**src/rtl/oam_dma_ctrl.sv**
```systemverilog
`default_nettype none
//-----------------------------------------------------------------------------
// +--------------------------------------------------------------------------+
// | Module      : oam_dma_ctrl                                               |
// | Description : Sprite-DMA engine. A CPU write to TRIG_ADDR latches a      |
// |               source page and halts the CPU (dma_hijack). The engine     |
// |               then copies XFER_LEN bytes from {page,00} to DST_ADDR as   |
// |               alternating READ/WRITE cycles, with every READ on a "get"  |
// |               (cyc_odd=0) cycle.                                         |
// | Revision    : 1.0 - initial release                                      |
// +--------------------------------------------------------------------------+
// Ports:
//   Clk        in   CPU clock
//   Res_n      in   asynchronous active-low reset
//   bus_addr   in   CPU address (trigger decode)
//   bus_wr_n   in   CPU R/W_n, 0 = write
//   bus_din    in   CPU write data (source page on trigger)
//   rd_data    in   memory read data, valid by the edge ending a READ cycle
//   dma_hijack out  CPU halt / bus-mux select
//   dma_addr   out  DMA-driven bus address
//   dma_wr     out  DMA write strobe
//   dma_wdata  out  DMA write data (byte captured in the preceding READ)
//   busy       out  engine not idle
//   done       out  one-cycle pulse after the last write
//-----------------------------------------------------------------------------
module oam_dma_ctrl #(
   parameter int                ADDR_W    = 16,
   parameter int                XFER_LEN  = 256,
   parameter logic [ADDR_W-1:0] TRIG_ADDR = 16'h4014,
   parameter logic [ADDR_W-1:0] DST_ADDR  = 16'h2004
) (
   input  logic              Clk,
   input  logic              Res_n,
   input  logic [ADDR_W-1:0] bus_addr,
   input  logic              bus_wr_n,
   input  logic [7:0]        bus_din,
   input  logic [7:0]        rd_data,
   output logic              dma_hijack,
   output logic [ADDR_W-1:0] dma_addr,
   output logic              dma_wr,
   output logic [7:0]        dma_wdata,
   output logic              busy,
   output logic              done
);

   localparam int IDX_W = (XFER_LEN > 1) ? $clog2(XFER_LEN) : 1;
   localparam logic [IDX_W-1:0] LAST_IDX = IDX_W'(XFER_LEN - 1);

   typedef enum logic [2:0] {
      S_IDLE  = 3'd0,
      S_HALT  = 3'd1,
      S_ALIGN = 3'd2,
      S_READ  = 3'd3,
      S_WRITE = 3'd4
   } state_t;

   state_t           r_state;
   logic [7:0]       r_page;
   logic [IDX_W-1:0] r_idx;
   logic             r_cyc_odd;

   logic             w_trig;

   assign w_trig = (bus_wr_n == 1'b0) && (bus_addr == TRIG_ADDR);

   // Source address for a given index. idx never exceeds 255, so the add
   // stays within the low byte and the page bits are never carried into.
   function automatic logic [ADDR_W-1:0] rd_addr(input logic [7:0]       page,
                                                  input logic [IDX_W-1:0] i);
      logic [15:0] full;
      full = {page, 8'h00} + 16'(i);
      return ADDR_W'(full);
   endfunction

   // Outputs are registered from the state being entered, so during any
   // cycle they reflect the current state.
   always_ff @(posedge Clk or negedge Res_n) begin
      if (!Res_n) begin
         r_state    <= S_IDLE;
         r_page     <= '0;
         r_idx      <= '0;
         r_cyc_odd  <= 1'b0;
         dma_hijack <= 1'b0;
         dma_addr   <= '0;
         dma_wr     <= 1'b0;
         dma_wdata  <= '0;
         busy       <= 1'b0;
         done       <= 1'b0;
      end else begin
         r_cyc_odd <= ~r_cyc_odd;
         done      <= 1'b0;

         case (r_state)
            S_IDLE: begin
               if (w_trig) begin
                  r_page     <= bus_din;
                  r_idx      <= '0;
                  r_state    <= S_HALT;
                  dma_hijack <= 1'b1;
                  busy       <= 1'b1;
                  dma_addr   <= '0;
                  dma_wr     <= 1'b0;
               end
            end

            S_HALT: begin
               // Odd HALT means the next cycle is a get cycle: read now.
               // Otherwise burn one ALIGN cycle to reach the get slot.
               if (r_cyc_odd) begin
                  r_state  <= S_READ;
                  dma_addr <= rd_addr(r_page, r_idx);
               end else begin
                  r_state  <= S_ALIGN;
               end
            end

            S_ALIGN: begin
               r_state  <= S_READ;
               dma_addr <= rd_addr(r_page, r_idx);
            end

            S_READ: begin
               dma_wdata <= rd_data;
               r_state   <= S_WRITE;
               dma_addr  <= DST_ADDR;
               dma_wr    <= 1'b1;
            end

            S_WRITE: begin
               dma_wr <= 1'b0;
               if (r_idx == LAST_IDX) begin
                  r_state    <= S_IDLE;
                  done       <= 1'b1;
                  dma_hijack <= 1'b0;
                  busy       <= 1'b0;
                  dma_addr   <= '0;
               end else begin
                  r_idx    <= r_idx + 1'b1;
                  r_state  <= S_READ;
                  dma_addr <= rd_addr(r_page, r_idx + 1'b1);
               end
            end

            default: begin
               r_state    <= S_IDLE;
               dma_hijack <= 1'b0;
               busy       <= 1'b0;
               dma_addr   <= '0;
               dma_wr     <= 1'b0;
            end
         endcase
      end
   end

endmodule
`default_nettype wire

```
**config.mk**
```make
export PLATFORM = sky130hd
export DESIGN_NAME = oam_dma_ctrl
export DESIGN_NICKNAME = d
export VERILOG_FILES = /design/src/rtl/oam_dma_ctrl.sv
export SDC_FILE = /design/constraint.sdc
export NUM_CORES = 1
export LEC_CHECK = 0
export BUFFER_PORTS_ARGS = -buffer_cell sky130_fd_sc_hd__buf_2
export CORE_MARGIN = 4
export CORE_UTILIZATION = 45
export DETAILED_ROUTE_END_ITERATION = 10
export PLACE_DENSITY = 0.74
export SLEW_MARGIN = 20
export SYNTH_ARGS = -nofsm -noshare
export SYNTH_HDL_FRONTEND = slang
export SYNTH_SLANG_ARGS = --single-unit
```
**constraint.sdc**
```tcl
create_clock -name Clk -period 2 [get_ports Clk]
set_clock_uncertainty 0.05 [all_clocks]
set_input_delay 0.1 -clock Clk [delete_from_list [all_inputs] [get_ports Clk]]
set_output_delay 0.1 -clock Clk [all_outputs]
set_load 0.05 [all_outputs]
```
==> impl_results.md <==
* Outcome: finished, final reports clean
* DR vias/cell at 5.25
* Post-route ant nets at 0
* Buffers & Inverters on Critical Path at 1
* Post-synthesis register bit count at 47
* Synth Area in Simple Gates at 0.104
* Total power at 1910 uW
* All-Layer GR Usage at 0.180
* Area grow syn2layout at 36.2%
* Drt first-iter violations at 115
* Asr flop ratio synth at 1.00
* Nets@finish at 307
* Min-Delay Path Class: primary input to asynchronous set/reset pin
* Synth Cell Area at 2180 sq um
* Share of cells above drive strength 1 at 0.390
* Clk Latency, worst-skew pair at 300 ps
* First-pass GRT wire length at 8690 um
* CP Capture Type: flop
* CP Launch Type: flop
* Cell area power density at 644 nW/um^2
* Final Max Tran Viols at 0
* Count leader, synth: dfrtp_1
* Longest Clk Path Bufs at 2
* GR Util met3 at 0.0487
* Worst Path Max Fanout at 7
* Via count at 1781
* Largest family of logic cells by synthesized area: compound AO/OA/AOI/OAI gates
* Max-cap violation count at 0
* Routing usage on met1 at 0.237
* DR DRC count at 0
* Fin crit share at 0.956
* Synth Net Count at 218
* Final Hold Violating Endpoints at 0
* Boundary Pins at 63
* Setup tns final at 0 ps
* DP Area at 2670 sq um
* Yosys cell types at 49
* Final setup viols at 0
* Synth area leader: dfrtp_1
* TritonCTS Buffers at 5
* Delay-heaviest family, CP: compound AO/OA/AOI/OAI gates
* CP required at 2140 ps
* H-tree level count at 2
* Met2 GRT Util at 0.292
* Final Util at 0.629
* CTS tree: done
* Share of the synthesized area in the top cell type at 0.539
* Starting Density at 0.462
* WP data arrival at 2050 ps
* Row Count at 25
* Die W at 77.6 um
* Max Clock Freq at 523 MHz
* GR Overflow Total at 0
* Slew @ Worst Pin at 368 ps
* Number of flops mapped to enable cells by yosys at 0
* DIE AREA at 6020 sq um
* Worst hold margin at 247 ps
* GRT Max-Usage Layer: met2
* Hpwl dp at 3440 um
* Post-layout min period at 1910 ps
* Synth Area in Adders at 0.00574
* Syn_area_per_cell at 12.0 sq um
* Largest net degree at the start of global routing at 48
* Vias in the first global route at 1802
* Wirelength per Cell at 14.8 um
* Fin area at 2970 sq um
* RSZ-0062 raised after global routing: no
* Relative slew slack at 0.754
* Routed wire length at 5030 um
* Crit Path Class: flop to flop
* Synth Area in Compound Gates at 0.202
* First drt pass iteration count at 4
* Ant. Diodes at 0
* Commonest cells post-synth: 47 x dfrtp_1, 17 x mux2_2, 9 x a22o_1, 9 x clkbuf_1, 7 x o21ai_0
* Dominant synthesized flop cell: dfrtp_1
* Die Y at 77.6 um
* Reg2Reg Depth at 6
* Initial antenna violation count at 0
* Count of warnings emitted by yosys at 0
* Post-synthesis sequential area ratio at 0.539
* VDD IR max at 450 uV
* Lkg Pwr at 0.00146 uW
* Clk slew on worst S/H paths at 90 ps
* CP Depth at 6
* Buffers added on ports at 62
* Placer Congestion at 0.819
* Clock sink count at 47
* Core box area at 4720 sq um
* Root Driver: clkbuf_8
* Multiplexer share of the synthesized area at 0.0924
* Slowest CP cell: dfrtp_1
* Sequence of cells on the critical path: ha_1 -> and4_1 -> a41oi_2 -> o21a_1 -> buf_4 -> a22o_1
* Post-Synth XOR/XNOR Area at 0.0201
* Worst path max stage delay at 430 ps
* Area contributors post-synth: dfrtp_1 54%, mux2_2 8.8%, a22o_1 3.6%
* Cells after synthesis at 182
per-stage QoR:
step,std cells,worst slack [ps]
global route,339,7.54
detailed placement,314,-78.8
CTS,339,107
floorplan,182,0.730
finish,339,87.4
global placement,314,-54.2
final timing paths:
check / startpoint / endpoint / slack [ps]
worst min register to register: dma_addr[6]$_DFFE_PN0P_ / dma_addr[6]$_DFFE_PN0P_ / 440
max in group asynchronous: Res_n / dma_wdata[6]$_DFFE_PN0N_ / 1430
worst min-delay path: Res_n / busy$_DFFE_PN0P_ / 250
worst max register to register: r_idx[1]$_DFFE_PN0P_ / dma_addr[11]$_DFFE_PN0P_ / 90
min in group Clk: bus_addr[5] / dma_addr[7]$_DFFE_PN0P_ / 310
worst max-delay path: r_idx[1]$_DFFE_PN0P_ / dma_addr[11]$_DFFE_PN0P_ / 90
where the power goes:
part	switching (uW)	leakage, uW	internal (uW)
Sequential	3.78	0.000589	957
Clock	321	0.0000654	500
Combinational	68.2	0.000807	62.7
Total	393	0.00146	1520
layout by cell type (no fill, tap or decap), drive strengths merged, types with 3 or more instances in the layout:
master       count
mux2            17
nor4             3
a21oi            6
a22o             9
buf             77
o21a             3
inv              6
o31ai            3
nand2            5
a211o            4
o21ai            7
xnor2            5
a21o             4
o2bb2ai          5
clkbuf           6
dfrtp           47
dlygate4sd3     17
nor2             7
nand3            4
area by class of cell:
type / instances / area, sq um
clock buffers: 6 / 72.6
clock inverters: 2 / 60.1
fillers: 368 / 1750
inverters: 6 / 22.5
multi-input cells: 117 / 925
flip-flops and latches: 47 / 1180
well taps: 67 / 83.8
repair buffers: 94 / 631
worst reg2reg max path: stages (launching register included):
cell     delay (ps)
dfrtp_1         430
ha_1            220
and4_1          340
a41oi_2         160
o21a_1          240
buf_4           170
a22o_1          180
layer usage:
layer  part of all wire  wire (um)
met5                  0          0
met4             0.0097         49
met3              0.072        363
met2               0.47       2350
met1               0.45       2270
state kept, by name, summed over array words and instances, names as in the netlist, 3 cells and up:
| register | flops |
|---|---|
| dma_addr | 16 |
| dma_wdata | 8 |
| r_idx | 8 |
| r_page | 8 |
| r_state | 3 |
kinds of logic after synthesis:
family,Yosys count
AO/OA/AOI/OAI,56
XOR/XNOR,5
adder cells (fa/ha/maj),1
buffers and inverters,18
flip-flops,47
multiplexers,18
AND/OR/NAND/NOR,37
repair_timing:
action,4_1_cts,5_1_grt
endpoints found under the hold margin,63,0
hold buffers,17,0
setup buffers,0,0
resized for setup,0,0
Power figures use the tool's default switching activity.
